--- config.mk ---
export PLATFORM = sky130hd
export DESIGN_NAME = ddr_pixel_fetch
export DESIGN_NICKNAME = d
export VERILOG_FILES = /design/src/rtl/ddr_pixel_fetch_pkg.sv /design/src/rtl/ddr_word_fifo.sv /design/src/rtl/ddr_pixel_fetch.sv
export SDC_FILE = /design/constraint.sdc
export NUM_CORES = 1
export LEC_CHECK = 0
export CAP_MARGIN = 20
export CORE_ASPECT_RATIO = 1.2
export CORE_MARGIN = 10
export CORE_UTILIZATION = 60
export DETAILED_ROUTE_END_ITERATION = 8
export PLACE_DENSITY_LB_ADDON = 0.08
export SKIP_LAST_GASP = 1
export SLEW_MARGIN = 30
export SYNTH_ARGS = -nofsm -noshare
export SYNTH_HDL_FRONTEND = slang
export SYNTH_SLANG_ARGS = --single-unit
--- constraint.sdc ---
create_clock -name clk133_p -period 12.57 [get_ports clk133_p]
set_input_delay 3.771 -clock clk133_p [delete_from_list [all_inputs] [get_ports clk133_p]]
set_output_delay 3.771 -clock clk133_p [all_outputs]
set_load 0.03 [all_outputs]
--- src/rtl/ddr_pixel_fetch_pkg.sv ---
// Shared definitions for the DDR pixel fetch path: FSM state encoding,
// frame geometry and default parameter values. The display timing logic
// reuses the same geometry constants.
package ddr_pixel_fetch_pkg;

    typedef enum logic [1:0] {
        ST_IDLE  = 2'd0,
        ST_FETCH = 2'd1,
        ST_DRAIN = 2'd2
    } fetch_state_t;

    localparam int H_ACTIVE        = 640;
    localparam int V_ACTIVE        = 480;
    localparam int PIXEL_BITS      = 16;
    localparam int WORD_BITS       = 32;

    localparam int FRAME_WORDS_DEF = H_ACTIVE * V_ACTIVE * PIXEL_BITS / WORD_BITS;
    localparam int ADDR_W_DEF      = 18;
    localparam int BASE_ADDR_DEF   = 0;
    localparam int FIFO_DEPTH_DEF  = 16;

    // First pixel lives in the low half of each word.
    function automatic logic [15:0] select_half(input logic [31:0] word, input logic hi);
        return hi ? word[31:16] : word[15:0];
    endfunction

endpackage

--- src/rtl/ddr_word_fifo.sv ---
// Single-clock word FIFO with occupancy count, synchronous flush and
// first-word-fall-through head output. A write while full is accepted
// when a read happens in the same cycle.
module ddr_word_fifo
    import ddr_pixel_fetch_pkg::*;
#(
    parameter int DEPTH = FIFO_DEPTH_DEF,
    parameter int W     = 32
) (
    input  logic                     clk,
    input  logic                     rst,
    input  logic                     flush_i,
    input  logic                     wr_en_i,
    input  logic [W-1:0]             wr_data_i,
    input  logic                     rd_en_i,
    output logic [W-1:0]             rd_data_o,
    output logic [$clog2(DEPTH):0]   count_o,
    output logic                     empty_o,
    output logic                     full_o
);
    localparam int AW = $clog2(DEPTH);
    localparam int CW = AW + 1;

    logic [W-1:0]  mem [DEPTH];
    logic [AW-1:0] wr_ptr_q;
    logic [AW-1:0] rd_ptr_q;
    logic [CW-1:0] count_q;
    logic          do_wr;
    logic          do_rd;

    assign empty_o = (count_q == '0);
    assign full_o  = (count_q == CW'(DEPTH));
    assign do_rd   = rd_en_i & ~empty_o;
    assign do_wr   = wr_en_i & (~full_o | do_rd) & ~flush_i;

    // Head word is read combinationally so it is visible the cycle after the write.
    assign rd_data_o = mem[rd_ptr_q];
    assign count_o   = count_q;

    // Storage array, no reset needed.
    always_ff @(posedge clk) begin
        if (do_wr) begin
            mem[wr_ptr_q] <= wr_data_i;
        end
    end

    // Pointer and occupancy bookkeeping; flush empties the FIFO in one cycle.
    always_ff @(posedge clk or posedge rst) begin
        if (rst) begin
            wr_ptr_q <= '0;
            rd_ptr_q <= '0;
            count_q  <= '0;
        end else if (flush_i) begin
            wr_ptr_q <= '0;
            rd_ptr_q <= '0;
            count_q  <= '0;
        end else begin
            if (do_wr) begin
                wr_ptr_q <= wr_ptr_q + 1'b1;
            end
            if (do_rd) begin
                rd_ptr_q <= rd_ptr_q + 1'b1;
            end
            count_q <= count_q + CW'(do_wr) - CW'(do_rd);
        end
    end

endmodule

--- src/rtl/ddr_pixel_fetch.sv ---
// Read-side frame fetcher: issues sequential word reads to the DDR
// controller under a credit limit, buffers returns in ddr_word_fifo and
// unpacks each word into two 16-bit pixels for scan-out.
// Optional macro UNDERFLOW_HOLD_EN: while a frame is active and the FIFO is
// empty, keep pixelValid high and repeat the last transferred pixel.
module ddr_pixel_fetch
    import ddr_pixel_fetch_pkg::*;
#(
    parameter int FIFO_DEPTH  = FIFO_DEPTH_DEF,
    parameter int ADDR_W      = ADDR_W_DEF,
    parameter int FRAME_WORDS = FRAME_WORDS_DEF,
    parameter int BASE_ADDR   = BASE_ADDR_DEF
) (
    input  logic              clk133_p,
    input  logic              rst,
    input  logic              frameStart,
    output logic              reqValid,
    output logic [ADDR_W-1:0] reqAddr,
    input  logic              reqReady,
    input  logic              rdValid,
    input  logic [31:0]       rdData,
    output logic              pixelValid,
    output logic [15:0]       pixel,
    input  logic              pixelReady,
    output logic              busy,
    output logic              overflowErr,
    output logic              underflowErr
);
    localparam int CW = $clog2(FIFO_DEPTH) + 1;
    localparam int RW = $clog2(FRAME_WORDS + 1);
    localparam logic [ADDR_W-1:0] BASE = ADDR_W'(BASE_ADDR);

    fetch_state_t      state_q;
    logic [ADDR_W-1:0] addr_q;
    logic [RW-1:0]     req_cnt_q;
    logic [CW-1:0]     outst_q;
    logic [CW-1:0]     outst_d;
    logic [CW-1:0]     discard_q;
    logic              half_q;
    logic              ovf_q;
    logic              udf_q;

    logic [CW-1:0]     fifo_count;
    logic              fifo_empty;
    logic              fifo_full;
    logic [31:0]       fifo_head;
    logic              fifo_wr;
    logic              fifo_pop;

    logic              active;
    logic              credit_ok;
    logic              req_valid_c;
    logic              req_xfer;
    logic              abort;
    logic              rd_accept;
    logic              rd_keep;
    logic              pix_real;
    logic              ovf_event;
    logic              udf_event;
    logic              pixel_valid_c;
    logic [15:0]       pixel_c;

`ifdef UNDERFLOW_HOLD_EN
    logic [15:0]       last_pix_q;
`endif

    assign active      = (state_q != ST_IDLE);
    // Every word in flight or buffered holds a FIFO slot, so returns can never overflow.
    assign credit_ok   = ({1'b0, outst_q} + {1'b0, fifo_count}) < (CW + 1)'(FIFO_DEPTH);
    assign req_valid_c = (state_q == ST_FETCH) & credit_ok & (discard_q == '0);
    assign req_xfer    = req_valid_c & reqReady;
    assign abort       = frameStart & active;

    // Returns with nothing outstanding are stray and never reach the FIFO.
    assign rd_accept   = rdValid & (outst_q != '0);
    assign rd_keep     = rd_accept & (discard_q == '0) & ~abort;
    assign pix_real    = pixelReady & ~fifo_empty;
    assign fifo_pop    = pix_real & half_q;
    assign fifo_wr     = rd_keep & (~fifo_full | fifo_pop);

    assign ovf_event   = (rdValid & (outst_q == '0)) | (rd_keep & fifo_full & ~fifo_pop);
    assign udf_event   = pixelReady & fifo_empty & active;

    assign outst_d     = outst_q + CW'(req_xfer) - CW'(rd_accept);

    // Pixel presented straight from the FIFO head, or held while starved.
    always_comb begin
        pixel_valid_c = ~fifo_empty;
        pixel_c       = fifo_empty ? 16'h0000 : select_half(fifo_head, half_q);
`ifdef UNDERFLOW_HOLD_EN
        if (fifo_empty && active) begin
            pixel_valid_c = 1'b1;
            pixel_c       = last_pix_q;
        end
`endif
    end

    ddr_word_fifo #(
        .DEPTH (FIFO_DEPTH),
        .W     (32)
    ) u_fifo (
        .clk       (clk133_p),
        .rst       (rst),
        .flush_i   (abort),
        .wr_en_i   (fifo_wr),
        .wr_data_i (rdData),
        .rd_en_i   (fifo_pop),
        .rd_data_o (fifo_head),
        .count_o   (fifo_count),
        .empty_o   (fifo_empty),
        .full_o    (fifo_full)
    );

    // Frame FSM with request address/count, credits, discard counter and half select.
    always_ff @(posedge clk133_p or posedge rst) begin
        if (rst) begin
            state_q   <= ST_IDLE;
            addr_q    <= BASE;
            req_cnt_q <= '0;
            outst_q   <= '0;
            discard_q <= '0;
            half_q    <= 1'b0;
            ovf_q     <= 1'b0;
            udf_q     <= 1'b0;
        end else begin
            ovf_q   <= ovf_q | ovf_event;
            udf_q   <= udf_q | udf_event;
            outst_q <= outst_d;

            if (pix_real) begin
                half_q <= ~half_q;
            end
            if ((discard_q != '0) && rd_accept) begin
                discard_q <= discard_q - 1'b1;
            end

            case (state_q)
                ST_IDLE: begin
                    if (frameStart) begin
                        state_q   <= ST_FETCH;
                        addr_q    <= BASE;
                        req_cnt_q <= '0;
                        half_q    <= 1'b0;
                    end
                end
                ST_FETCH: begin
                    if (req_xfer) begin
                        addr_q    <= addr_q + 1'b1;
                        req_cnt_q <= req_cnt_q + 1'b1;
                        if (req_cnt_q == RW'(FRAME_WORDS - 1)) begin
                            state_q <= ST_DRAIN;
                        end
                    end
                end
                ST_DRAIN: begin
                    if ((outst_q == '0) && fifo_empty) begin
                        state_q <= ST_IDLE;
                    end
                end
                default: state_q <= ST_IDLE;
            endcase

            // Restart: words still in flight belong to the old frame and are dropped.
            if (abort) begin
                state_q   <= ST_FETCH;
                addr_q    <= BASE;
                req_cnt_q <= '0;
                half_q    <= 1'b0;
                discard_q <= outst_d;
            end
        end
    end

`ifdef UNDERFLOW_HOLD_EN
    // Remember the last real pixel so a starved consumer can keep repeating it.
    always_ff @(posedge clk133_p or posedge rst) begin
        if (rst) begin
            last_pix_q <= 16'h0000;
        end else if (frameStart) begin
            last_pix_q <= 16'h0000;
        end else if (pix_real) begin
            last_pix_q <= pixel_c;
        end
    end
`endif

    assign reqValid     = req_valid_c;
    assign reqAddr      = addr_q;
    assign pixelValid   = pixel_valid_c;
    assign pixel        = pixel_c;
    assign busy         = active;
    assign overflowErr  = ovf_q;
    assign underflowErr = udf_q;

endmodule

==> impl_metrics.tcl <==
set metrics [dict create \
    run_status "finished, final reports clean" \
    holdBufCountCts 0 \
    synth_common_cells "edfxtp_1, mux4_2, dfrtp_1" \
    io_buffers 76 \
    fp.dieW_um 199 \
    grt_max_degree 95 \
    vias 11700 \
    core-area_mm2 0.0379 \
    rsz0062_at_grt "no" \
    fp.dieH_um 235 \
    required_ns 8.80 \
    cts.sinks 576 \
    critical_path.top_delay_family "buffers and inverters" \
    avgSynthCellArea_um2 19.3 \
    combinationalPowerShare_pct 5.3 \
    p_leak_nw 8.26 \
    r2r_slack_ns 8.50 \
    cpMaxStageDelayCell "dfrtp_4" \
    initial_core_util_pct 60.8 \
    ir_drop_uv 123 \
    yosys-top-cells-area "edfxtp_1, mux4_2, dfrtp_1" \
    crit_start "u_fifo.rd_ptr_q[1]" \
    fin_skew_ns 0.0171 \
    syn_inst 1194 \
    n_antenna_cell 0 \
    power_density_mw_per_mm2 150 \
    first_iter_violations 955 \
    p_sw_w 0.000830 \
    setup_viol 0 \
    r2r_start "u_fifo.count_o[4]" \
    path_cells "buf_4 -> nand2_1 -> nor2_2 -> a221oi_1 -> o211ai_1 -> clkdlybuf4s50_1" \
    syn_nets 1260 \
    globalplace.congestion 0.792 \
    wire_per_inst_um 28.0 \
    slew_violations 0 \
    fmax_mhz 123 \
    critPathLaunchType "flip-flop" \
    htree_levels 2 \
    yosysMostFrequentCell "edfxtp_1" \
    cp.arrival_ns 4.38 \
    hold_path_class "reg -> reg" \
    cp-endpoint "pixel[10]" \
    track_usage_pct 22.4 \
    dieArea_mm2 0.0466 \
    min_from "overflowErr" \
    grt-ovfl-total 0 \
    async_reset_ff_share_pct 11.1 \
    avgViaCountPerCell 6.44 \
    cp_num_buf_inv 2 \
    finalHoldViolations 0 \
    critPathKind "reg -> out" \
    io_pins 77 \
    worstMarginPinSlew_ns 0.911 \
    r2r-end "discard_q[4]" \
    cp_max_fo 60 \
    total_power_w 0.00391 \
    clockPowerShare_pct 40.2 \
    post-route-drc-count 0 \
    final_nets 1366 \
    syn-cell-area_mm2 0.0230 \
    drv_cap 0 \
    cts_made_buffers 55 \
    drive_gt1_share_pct 19.7 \
    cts_buffer_depth 3 \
    ys.flop_type "edfxtp_1" \
    synth_top_area_share_pct 66.8 \
    switching_share_pct 21.2 \
    ys_seq_area_share_pct 73.8 \
    ff2ff_path_depth 14 \
    area_delta_synth_final_pct 13.5 \
    ys_seq_elements 576 \
    seqPwrFrac_pct 54.5 \
    layout_min_cycle_time_ns 8.15 \
    rows 78 \
    fill_cells 2411 \
    clk_pin_slew_ns 0.06 \
    synth-edff-count 512 \
    slowest_delay_ns 0.88 \
    clk_latency_ns 0.59 \
    antenna_found_initial 1 \
    slew_headroom_pct 39.3 \
    cts_resized 0 \
    wirelength_um 50900 \
    ant_nets 0 \
    yosysUniqueCellTypes 56 \
    final.setup.tns_ns 0 \
    cp_num_cells 6 \
    cp-end-kind "primary output" \
    post-cts-setup-buffer-count 0 \
    intPower_w 0.00308 \
    clock-root-buffer "clkbuf_16" \
    hpwl_um 27300 \
    synth.largest_area_cell "edfxtp_1" \
    grt_pass1_vias 12000 \
    cts_tree "done" \
    drt-pass1-iter-count 7 \
    grt_pass1_wl_um 76500 \
    fin_crit_sh_pct 64.8 \
    yosysWarnings 0 \
]
## sequential cells by signal (all words and copies together) (netlist names), 2 cells and up
| name | flops |
|---|---|
| discard_q | 5 |
| u_fifo.wr_ptr_q | 4 |
| reqAddr | 18 |
| state_q | 2 |
| req_cnt_q | 18 |
| u_fifo.mem | 512 |
| outst_q | 5 |
| u_fifo.rd_ptr_q | 4 |
| u_fifo.count_o | 5 |
## per-stage QoR
step	std cells	util, %	instance area, µm²	setup WS [ns]	hold slack, ns
2_1_floorplan	1194	-	23000	4.87	0.502
3_3_place_gp	1723	64.5	24400	4.68	0.441
3_5_place_dp	1723	64.5	24400	4.88	0.455
4_1_cts	1822	69.0	26100	4.27	0.472
5_1_grt	1822	69.0	26100	4.11	0.491
6_report	1822	69.0	26100	4.42	0.461
## cell usage in the layout (no fill, tap or decap), drive strengths merged, types with 3 or more instances in the layout
cell / count
and2: 19
bufinv: 4
xor2: 10
nor4: 5
and3: 7
dfrtp: 64
edfxtp: 512
clkinvlp: 3
nor4b: 4
inv: 23
nand2b: 5
a21o: 4
mux2: 3
xnor2: 16
or4: 6
nand4: 14
mux4: 128
a21oi: 30
clkbuf: 72
nand2: 33
or3: 22
nor3: 3
clkdlybuf4s50: 76
a22oi: 16
o211ai: 16
a221oi: 9
nor2b: 4
o31ai: 5
nor3b: 6
ha: 26
clkinv: 19
and4: 5
o21ai: 22
mux2i: 30
o22ai: 12
nand3: 16
buf: 28
nor2: 46
## cell type report
| class | count | area [µm²] | share of cell area, % |
|---|---|---|---|
| clock buffer | 72 | 1440 | 5.51 |
| inverter | 22 | 82.6 | 0.316 |
| clock inverter | 27 | 250 | 0.958 |
| timing repair buffer | 104 | 983 | 3.76 |
| sequential | 576 | 17000 | 65.0 |
| multi-input combinational | 541 | 5780 | 22.1 |
| tap | 480 | 601 | 2.30 |
## routing by layer
metal	share of wire [%]	global-route usage (%)	up-vias
met3	6.2	4.07	83
met4	2.4	6.37	0
met5	0	0	-
met1	40	29.7	6168
li1	-	-	5086
met2	51	37.5	397
## worst reg2reg max path, cell delays in order (launching register included)
cell	delay, ns
dfrtp_1	0.42
ha_1	0.28
nor3_1	0.43
nand4_1	0.38
nor2_1	0.47
inv_2	0.30
ha_1	0.37
inv_1	0.04
ha_1	0.21
fa_1	0.44
a21oi_1	0.14
o21bai_1	0.09
xnor2_1	0.22
nand2_1	0.08
o21ai_0	0.11
## logic make-up (layout without fill, tap and decap cells)
kind of cell | after synthesis | in the layout | share of synthesized area, %
AND/OR/NAND/NOR | 208 | 208 | 5.08
XOR/XNOR | 26 | 26 | 0.989
multiplexers | 161 | 161 | 14.0
flip-flops | 576 | 576 | 73.8
buffers and inverters | 77 | 225 | 1.33
AO/OA/AOI/OAI | 118 | 118 | 3.28
adder cells (fa/ha/maj) | 28 | 28 | 1.59
## power by group through the flow
stage / logic (W) / clock network (W) / registers [W]
floorplan: 0.000121 / 0 / 0.00217
global placement: 0.000200 / 0 / 0.00217
detailed placement: 0.000206 / 0 / 0.00217
CTS: 0.000208 / 0.00160 / 0.00213
global route: 0.000228 / 0.00168 / 0.00213
finish: 0.000206 / 0.00157 / 0.00213
## how the worst min path moves through the flow
stage	endpoint	slack, ns	depth (start not counted)
global route	overflowErr	0.49	1
finish	overflowErr	0.46	1
global placement	overflowErr	0.44	1
detailed placement	overflowErr	0.46	1
CTS	overflowErr	0.47	1
floorplan	req_cnt_q[9]	0.50	2
No activity file was read; power rests on OpenSTA's default activity.
